[src/rtl/tic_tac_toe_pkg.sv]
// Shared cell/result codes, FSM states and board type for the tic-tac-toe referee.
// Optional feature macro used by the top: TTT_DRAW_DETECT_EN.
package tic_tac_toe_pkg;

    localparam int NUM_CELLS = 9;

    localparam logic [1:0] CELL_EMPTY    = 2'b00;
    localparam logic [1:0] CELL_PLAYER   = 2'b01;
    localparam logic [1:0] CELL_COMPUTER = 2'b10;

    localparam logic [1:0] WHO_NONE     = 2'b00;
    localparam logic [1:0] WHO_PLAYER   = 2'b01;
    localparam logic [1:0] WHO_COMPUTER = 2'b10;
    localparam logic [1:0] WHO_DRAW     = 2'b11;

    typedef enum logic [1:0] {
        PLAYER_TURN   = 2'b00,
        COMPUTER_TURN = 2'b01,
        GAME_DONE     = 2'b10
    } state_t;

    typedef logic [NUM_CELLS-1:0][1:0] board_t;

    // Out-of-range indices never match a cell, so they read as "not free".
    function automatic logic cell_is_free(input board_t board, input logic [3:0] idx);
        logic free;
        free = 1'b0;
        for (int i = 0; i < NUM_CELLS; i++) begin
            if (idx == i[3:0] && board[i] == CELL_EMPTY) begin
                free = 1'b1;
            end
        end
        return free;
    endfunction

endpackage

[src/rtl/ttt_win_detect.sv]
// Combinational evaluation of the 8 winning lines and board fullness.
module ttt_win_detect
    import tic_tac_toe_pkg::*;
(
    input  board_t board,
    output logic   player_win,
    output logic   computer_win,
    output logic   board_full
);

    localparam logic [3:0] LINES [8][3] = '{
        '{4'd0, 4'd1, 4'd2}, '{4'd3, 4'd4, 4'd5}, '{4'd6, 4'd7, 4'd8},
        '{4'd0, 4'd3, 4'd6}, '{4'd1, 4'd4, 4'd7}, '{4'd2, 4'd5, 4'd8},
        '{4'd0, 4'd4, 4'd8}, '{4'd2, 4'd4, 4'd6}
    };

    always_comb begin
        player_win   = 1'b0;
        computer_win = 1'b0;
        board_full   = 1'b1;
        for (int l = 0; l < 8; l++) begin
            if (board[LINES[l][0]] == CELL_PLAYER &&
                board[LINES[l][1]] == CELL_PLAYER &&
                board[LINES[l][2]] == CELL_PLAYER) begin
                player_win = 1'b1;
            end
            if (board[LINES[l][0]] == CELL_COMPUTER &&
                board[LINES[l][1]] == CELL_COMPUTER &&
                board[LINES[l][2]] == CELL_COMPUTER) begin
                computer_win = 1'b1;
            end
        end
        for (int i = 0; i < NUM_CELLS; i++) begin
            if (board[i] == CELL_EMPTY) begin
                board_full = 1'b0;
            end
        end
    end

endmodule

[src/rtl/tic_tac_toe_game.sv]
// Tic-tac-toe referee: board storage, turn order, move legality and result.
// Define TTT_DRAW_DETECT_EN to report a full board with no winner as who = 11.
module tic_tac_toe_game
    import tic_tac_toe_pkg::*;
(
    input  logic       clock,
    input  logic       reset,
    input  logic       play,
    input  logic       pc,
    input  logic [3:0] computer_position,
    input  logic [3:0] player_position,
    output logic [1:0] pos1,
    output logic [1:0] pos2,
    output logic [1:0] pos3,
    output logic [1:0] pos4,
    output logic [1:0] pos5,
    output logic [1:0] pos6,
    output logic [1:0] pos7,
    output logic [1:0] pos8,
    output logic [1:0] pos9,
    output logic [1:0] who
);

    state_t     r_state;
    state_t     w_state_next;
    board_t     r_board;
    board_t     w_board_next;
    logic [1:0] r_who;
    logic [1:0] w_who_next;

    logic       w_player_win;
    logic       w_computer_win;
    logic       w_board_full;
    logic       w_move_en;
    logic [3:0] w_move_idx;
    logic [1:0] w_move_cell;

    ttt_win_detect u_win_detect (
        .board        (r_board),
        .player_win   (w_player_win),
        .computer_win (w_computer_win),
        .board_full   (w_board_full)
    );

    // Result checks outrank move requests, so a move is never taken on the
    // edge that reports a finished game.
    always_comb begin
        // NOTE: every output of this block gets a default first so no latch is inferred.
        w_state_next = r_state;
        w_who_next   = r_who;
        w_move_en    = 1'b0;
        w_move_idx   = 4'd0;
        w_move_cell  = CELL_EMPTY;

        case (r_state)
            PLAYER_TURN, COMPUTER_TURN: begin
                if (w_player_win) begin
                    w_who_next   = WHO_PLAYER;
                    w_state_next = GAME_DONE;
                end else if (w_computer_win) begin
                    w_who_next   = WHO_COMPUTER;
                    w_state_next = GAME_DONE;
                end else if (w_board_full) begin
`ifdef TTT_DRAW_DETECT_EN
                    w_who_next   = WHO_DRAW;
`endif
                    w_state_next = GAME_DONE;
                end else if (r_state == PLAYER_TURN) begin
                    if (play && cell_is_free(r_board, player_position)) begin
                        w_move_en    = 1'b1;
                        w_move_idx   = player_position;
                        w_move_cell  = CELL_PLAYER;
                        w_state_next = COMPUTER_TURN;
                    end
                end else if (pc && cell_is_free(r_board, computer_position)) begin
                    w_move_en    = 1'b1;
                    w_move_idx   = computer_position;
                    w_move_cell  = CELL_COMPUTER;
                    w_state_next = PLAYER_TURN;
                end
            end
            default: ;
        endcase

        w_board_next = r_board;
        for (int i = 0; i < NUM_CELLS; i++) begin
            if (w_move_en && w_move_idx == i[3:0]) begin
                w_board_next[i] = w_move_cell;
            end
        end
    end

    // NOTE: sequential state uses non-blocking assignments only.
    always_ff @(posedge clock) begin
        if (reset) begin
            // NOTE: the board is a small register file, so it is cleared on reset like any flop.
            r_state <= PLAYER_TURN;
            r_board <= '0;
            r_who   <= WHO_NONE;
        end else begin
            r_state <= w_state_next;
            r_board <= w_board_next;
            r_who   <= w_who_next;
        end
    end

    assign pos1 = r_board[0];
    assign pos2 = r_board[1];
    assign pos3 = r_board[2];
    assign pos4 = r_board[3];
    assign pos5 = r_board[4];
    assign pos6 = r_board[5];
    assign pos7 = r_board[6];
    assign pos8 = r_board[7];
    assign pos9 = r_board[8];
    assign who  = r_who;

endmodule

[config.mk]
export PLATFORM = sky130hd
export DESIGN_NAME = tic_tac_toe_game
export DESIGN_NICKNAME = d
export VERILOG_FILES = /design/src/rtl/tic_tac_toe_pkg.sv /design/src/rtl/ttt_win_detect.sv /design/src/rtl/tic_tac_toe_game.sv
export SDC_FILE = /design/constraint.sdc
export NUM_CORES = 1
export LEC_CHECK = 0
export CORE_MARGIN = 2
export CORE_UTILIZATION = 45
export DETAILED_ROUTE_END_ITERATION = 12
export PLACE_DENSITY_LB_ADDON = 0.1
export REMOVE_ABC_BUFFERS = 1
export SYNTH_ARGS = -nofsm -noshare
export SYNTH_HDL_FRONTEND = slang
export SYNTH_HIERARCHICAL = 1
export SYNTH_SLANG_ARGS = --single-unit
[constraint.sdc]
create_clock -name clock -period 6.1 [get_ports clock]
set_input_delay 1.525 -clock clock [delete_from_list [all_inputs] [get_ports clock]]
set_output_delay 1.525 -clock clock [all_outputs]
set_load 0.03 [all_outputs]
==> impl_summary.log, run 1 <==
INFO  metric post_cts_resized = 0
INFO  metric route.antenna.remaining_nets = 0
INFO  metric drt_pass1_iterations = 5
INFO  metric endpoint_kind = register
INFO  metric fin_skew = 0.01092 ns
INFO  metric ys_top_cells_by_area = dfxtp_1 26%, nor4bb_1 6.5%, nor2_1 5.1%
INFO  metric synth-seq-cells = 22
INFO  metric ctsHoldBuffers = 0
INFO  metric drive_above_1_share = 0.09483
INFO  metric syn_inst = 206
INFO  metric post-dp-hpwl = 3752 um
INFO  metric numnets_final = 245
INFO  metric grt_overflow = 0
INFO  metric largest_buffer_count_on_any_clock_path = 2
INFO  metric die_width = 65.38 um
INFO  metric ys_types = 52
INFO  metric cp.required = 6.21 ns
INFO  metric max_slew.worst_pin.slew = 0.9439 ns
INFO  metric path_buf_inv = 1
INFO  metric ir_drop = 0.0001262 V
INFO  metric post-route-period-util = 0.6095
INFO  metric report.power.total = 336.5 uW
INFO  metric finalHoldViolCount = 0
INFO  metric worst_setup_hold_path_clk_slew = 0.09 ns
INFO  metric cts_sinks = 22
INFO  metric fp.dieH = 65.38 um
INFO  metric grt_use_total = 0.2591
INFO  metric reg2reg_slack = 2.83 ns
INFO  metric fin_setup_tns = 0 ns
INFO  metric boundaryPins = 32
INFO  metric clock_tree.root_cell = clkbuf_8
INFO  metric worstSkewPairLatency = 0.27 ns
INFO  metric grt_max_degree = 28
INFO  metric remaining_drc_errors = 0
INFO  metric number_of_antenna_violations_at_the_first_check_in_global_routing = 0
INFO  metric postSynth.asyncResetShare = 0
INFO  metric cts_setup_buffers = 0
INFO  metric port_buffers = 31
INFO  metric drt_first_iter_violations = 185
INFO  metric timing.critical_path.depth = 7
INFO  metric hold_class = reg -> reg
INFO  metric use_met2 = 0.4337
INFO  metric worst_slew_margin_rel = 0.3687
INFO  metric synth_edf_count = 0
INFO  metric std_cell_rows = 22
INFO  metric place_inst = 276
INFO  metric floorplan_core_area = 3633 um2
INFO  metric htree_num_levels = 1
INFO  metric grt_pass1_wl = 8535 um
INFO  metric worst_r2r_path_depth = 9
INFO  metric via_count = 1,820
INFO  metric cts_buffers = 3
INFO  metric initial_core_util = 0.4666
INFO  metric global_route.usage.met1 = 0.3461
INFO  metric synthDominantCellAreaShare = 0.2598
INFO  metric worst_path_largest_cell_delay = 0.59 ns
INFO  metric gr-usage-met3 = 0.02397
INFO  metric synth-main-ff-cell = dfxtp_1
INFO  metric wire_per_inst = 18.81 um
INFO  metric final_cell_count_no_fill = 280
INFO  metric globalplace.congestion = 0.9602
INFO  metric crit_path_max_fanout = 11
INFO  metric critical_path.startpoint_type = primary input
INFO  metric syn_avg_cell_area = 8.230 um2
INFO  metric fmax = 269.0 MHz
INFO  metric synth_top_area_cell = dfxtp_1
INFO  metric worst_setup_path_startpoint = computer_position[1]
INFO  metric cts_tree = done
INFO  metric area_growth_syn_to_layout = 22.51%
INFO  metric worst_path_max_delay_cell = clkdlybuf4s50_1
INFO  metric worst_r2r_endpoint = pos2[1]
INFO  metric worstReg2RegStart = pos7[1]
INFO  metric worstSetupPathType = in -> reg
INFO  metric unrepaired_setup_endpoints_after_global_routing = no
INFO  metric status = finished clean
INFO  metric power.leakage = 0.6708 nW
INFO  metric final-setup-viol-count = 0
INFO  metric finalHoldWorstSlack = 0.4678 ns
INFO  metric drv_cap = 0
INFO  metric crit_path_end = pos4[1]
INFO  metric slew_violations = 0
INFO  metric wirelength = 5268 um
INFO  metric layout_min_cycle_time = 3.718 ns
INFO  metric final.setup.worst_slack = 2.382 ns
INFO  metric die_footprint = 4275 um2
INFO  metric netlist_area_before_placement = 1695 um2
INFO  metric powerDensity = 162.0 nW/um2
INFO  metric drt-vias-per-instance = 6.500
INFO  metric ys_seq_area_frac = 0.2598
INFO  metric grt_pass1_vias = 1,672
INFO  metric cp_cell_sequence = clkdlybuf4s50_1, nor4bb_1, or4_1, and3_4, or2_1, a31oi_1, o22ai_1
INFO  metric antenna_cells = 0
INFO  metric cp.arrival = 3.83 ns
INFO  metric pre_cts_setup_slack = 2.193 ns
INFO  metric critical-path-top-delay-family = simple AND/OR/NAND/NOR gates
INFO  metric ys_warnings = 6
INFO  metric global_route.peak_usage_layer = met2
## power breakdown
| part | leakage (nW) | internal, mW | switching, mW |
|---|---|---|---|
| Clock | 0.0357 | 0.0877 | 0.0503 |
| Combinational | 0.458 | 0.0216 | 0.0284 |
| Sequential | 0.177 | 0.145 | 0.00356 |
| Total | 0.671 | 0.254 | 0.0822 |
## per-layer routing
layer	wire length, um	vias up
met1	2171	873
met5	0	-
met3	361	13
met2	2592	82
met4	142	0
li1	-	852
## worst reg2reg max path, delay by kind of cell, from the launching register on
| family | cells | cell delay, ns |
|---|---|---|
| AOI/OAI and AO/OA | 4 | 0.87 |
| DFF | 1 | 0.59 |
| and+or+nand+nor | 5 | 1.73 |
## cell usage after synthesis (2+ instances only)
cell,count
o221ai_1,2
or4bb_1,2
nor2_1,23
buf_6,3
nand2b_1,4
nor4b_1,4
nor2b_1,10
or3_1,2
nor3_1,5
nor4_1,2
o211ai_1,2
nand3_1,5
or4_1,3
a22oi_1,2
nand3b_1,2
and2b_1,2
a21oi_1,11
clkbuf_1,3
nand2_1,4
o22ai_1,10
inv_1,14
o21ai_0,11
nor4bb_1,11
or4b_1,2
nor3b_1,3
buf_2,3
and4bb_2,6
and3_1,2
nand4_1,4
o41ai_2,2
a31oi_1,5
dfxtp_1,22
## stage by stage
stage	utilization	cell area, um2
finish	0.5716	2077
global route	0.5716	2077
CTS	0.5716	2077
detailed placement	0.5520	2006
global placement	0.5520	2006
floorplan	-	1635
## how the worst min path moves through the flow
| stage | end | cells past startpoint | startpoint |
|---|---|---|---|
| after global placement | who[1] | 2 | who[1] |
| final | who[1] | 2 | who[1] |
| after floorplan | r_state[0] | 2 | r_state[0] |
| after CTS | who[1] | 2 | who[1] |
| after global routing | who[1] | 2 | who[1] |
| after detailed placement | who[1] | 2 | who[1] |
## kinds of logic (layout without fill, tap and decap cells)
group                  Yosys count  after routing  share of synthesized area
buffers and inverters           23             49                    0.06642
AND/OR/NAND/NOR                102            102                     0.4170
AO/OA/AOI/OAI                   58             58                     0.2435
flip-flops                      22             22                     0.2598
multiplexers                     1              1                    0.01328
## state kept, by name, indices dropped and copies added (netlist names)
name and cells:
pos1 2, pos2 2, pos3 2, pos4 2, pos5 2, pos6 2
pos7 2, pos8 2, pos9 2, r_state 2, who 2
## layout make-up
class	instances	area (um2)
fill	343	1556
multi-input combinational	161	1142
sequential	22	440.4
timing repair buffer	31	310.3
tap	48	60.06
inverter	14	52.55
clock buffer	3	41.29
clock inverter	1	30.03
## layout by cell type (no fill, tap or decap), drive strengths merged, types with 5 or more instances in the layout
cell type,count
o21ai,11
and4bb,6
nand3,5
nor2b,10
nor4bb,11
nor3,6
a31oi,5
inv,14
nor2,23
a21oi,11
o22ai,10
clkdlybuf4s50,31
dfxtp,22
Note: power is estimated with default switching activity, not from simulation.
==> inputs of run 2 (changes only) <==
==> constraint.sdc (replaced) <==
create_clock -name clock -period 3.66 [get_ports clock]
set_input_delay 0.915 -clock clock [delete_from_list [all_inputs] [get_ports clock]]
set_output_delay 0.915 -clock clock [all_outputs]
set_load 0.03 [all_outputs]
==> impl_summary.log, run 2 (same netlist as run 1, synthesis figures left out) <==
INFO  metric status = finished clean
INFO  metric initial_core_util = 0.4666 (unchanged)
INFO  metric multi_input_comb_area = 1142 um2 (unchanged)
INFO  metric remaining_drc_errors = 0 (unchanged)
INFO  metric fmax = 305.8 MHz
INFO  metric seq_area = 440.4 um2 (unchanged)
INFO  metric finalHoldViolCount = 0 (unchanged)
INFO  metric fp.dieH = 65.38 um (unchanged)
INFO  metric cp_cell_sequence = and4bb_2, o21ai_0, nand4_1, nor4_4, nand3_1, nor4b_1, o221a_2, o221ai_1, a21oi_1
INFO  metric worst_setup_hold_path_clk_slew = 0.09 ns (about the same)
INFO  metric largest_buffer_count_on_any_clock_path = 2 (unchanged)
INFO  metric cp.required = 3.87 ns (-2.34 ns)
INFO  metric drv_cap = 0 (unchanged)
INFO  metric cts_setup_buffers = 0 (unchanged)
INFO  metric grt_max_degree = 18 (-36%)
INFO  metric path_buf_inv = 0 (-1)
INFO  metric cts_tree = done
INFO  metric worst_setup_path_startpoint = pos7[1]
INFO  metric cp.arrival = 3.48 ns (-0.35 ns)
INFO  metric most-common-layout-cells = 31 x clkdlybuf4s50_1, 23 x nor2_1, 22 x dfxtp_1
INFO  metric fin_skew = 0.006088 ns (-0.004827 ns)
INFO  metric worst_path_max_delay_cell = dfxtp_1
INFO  metric cts_buffers = 3 (unchanged)
INFO  metric grt_pass1_wl = 8949 um (+4.9%)
INFO  metric cts_sinks = 22 (unchanged)
INFO  metric worstSkewPairLatency = 0.27 ns (about the same)
INFO  metric ir_drop = 0.0001532 V (+21%)
INFO  metric via_count = 1,872 (+2.9%)
INFO  metric worstSetupPathType = reg -> reg
INFO  metric globalplace.congestion = 0.9716 (+1.2%)
INFO  metric post-dp-hpwl = 3964 um (+5.7%)
INFO  metric drt-vias-per-instance = 6.568 (+1.1%)
INFO  metric fin_setup_tns = 0 ns (unchanged)
INFO  metric worst_path_largest_cell_delay = 0.61 ns (+0.02 ns)
INFO  metric antenna_cells = 0 (unchanged)
INFO  metric powerDensity = 268.6 nW/um2 (+66%)
INFO  metric fillCellCount = 341 (-0.58%)
INFO  metric numnets_final = 250 (+2.0%)
INFO  metric grt_overflow = 0 (unchanged)
INFO  metric grt_pass1_vias = 1,784 (+6.7%)
INFO  metric htree_num_levels = 1 (unchanged)
INFO  metric hold_class = reg -> reg
INFO  metric layout_min_cycle_time = 3.270 ns
INFO  metric slew_violations = 0 (unchanged)
INFO  metric drt_first_iter_violations = 203 (+9.7%)
INFO  metric max_slew.worst_pin.slew = 0.5392 ns (-0.4048 ns)
INFO  metric boundaryPins = 32 (unchanged)
INFO  metric report.power.total = 568.0 uW (+69%)
INFO  metric floorplan_core_area = 3633 um2 (unchanged)
INFO  metric port_buffers = 31 (unchanged)
INFO  metric final-setup-viol-count = 0 (unchanged)
INFO  metric wirelength = 5428 um (+3.0%)
INFO  metric unrepaired_setup_endpoints_after_global_routing = no
INFO  metric holdCritStartpoint = who[1]
INFO  metric critical_path.startpoint_type = register
INFO  metric std_cell_rows = 22 (unchanged)
INFO  metric drive_above_1_share = 0.1139 (+0.01910)
INFO  metric route.antenna.remaining_nets = 0 (unchanged)
INFO  metric finalHoldWorstSlack = 0.4600 ns (-0.007792 ns)
INFO  metric power.leakage = 0.6972 nW (+3.9%)
INFO  metric worst_slew_margin_rel = 0.6355 (+0.2668)
INFO  metric critical-path-top-delay-family = simple AND/OR/NAND/NOR gates
INFO  metric worstReg2RegStart = pos7[1]
INFO  metric grt_use_total = 0.2743 (+0.01520)
INFO  metric post_cts_resized = 0 (unchanged)
INFO  metric wire_per_inst = 19.05 um (+1.2%)
INFO  metric ctsHoldBuffers = 0 (unchanged)
INFO  metric die_footprint = 4275 um2 (unchanged)
INFO  metric final_common_cell = clkdlybuf4s50_1
INFO  metric die_width = 65.38 um (unchanged)
INFO  metric endpoint_kind = register
INFO  metric crit_path_max_fanout = 11 (unchanged)
INFO  metric drt_pass1_iterations = 5 (unchanged)
INFO  metric post-route-period-util = 0.8933
INFO  metric area_growth_syn_to_layout = 24.72%
INFO  metric number_of_antenna_violations_at_the_first_check_in_global_routing = 0 (unchanged)
INFO  metric clock_tree.root_cell = clkbuf_8
[run 2: cell count changes in the layout (fill, tap and decap cells not counted), sizes merged]
| cell | previous run | this run |
|---|---|---|
| buf | 0 | 5 |
[run 2: worst paths after layout]
check | endpoint | slack, ns | cells past startpoint
worst max-delay path | pos2[1] | 0.39 | 9
worst min register to register | who[1] | 0.46 | 2
worst min-delay path | who[1] | 0.46 | 2
worst max register to register | pos2[1] | 0.39 | 9
[run 2: worst reg2reg max path: cells and delay by family (launching register included)]
| kind | cells | cell delay (ns) |
|---|---|---|
| compound gates | 4 | 0.87 |
| flops | 1 | 0.61 |
| simple gates | 5 | 1.72 |
[run 2: final cells by class]
class | count | area share
sequential | 22 | 0.2083
timing repair buffer | 36 | 0.1645
clock buffer | 3 | 0.01953
inverter | 14 | 0.02485
multi-input combinational | 161 | 0.5402
clock inverter | 1 | 0.01420
tap | 48 | 0.02840
[run 2: per-stage QoR]
step / utilization / instance area (um2) / worst slack [ns] / std cells
3_3_place_gp: 0.5623 / 2043 / 0.4232 / 281
4_1_cts: 0.5820 / 2115 / 0.4494 / 285
5_1_grt: 0.5820 / 2115 / 0.2117 / 285
6_report: 0.5820 / 2115 / 0.3904 / 285
2_1_floorplan: - / 1635 / 0.9538 / 197
3_5_place_dp: 0.5623 / 2043 / 0.3694 / 281
[run 2: power breakdown]
part / total, mW / internal [mW] / switching, mW
Combinational: 0.0877 / 0.0381 / 0.0496
Clock: 0.234 / 0.146 / 0.0875
Sequential: 0.246 / 0.242 / 0.00473
Total: 0.568 / 0.426 / 0.142
[run 2: routing by layer]
metal	routed length [um]	track usage	vias up
met1	2210	0.3578	872
met2	2508	0.4426	122
met3	563	0.03253	13
li1	-	-	865
met5	0	0	-
met4	145	0.1458	0
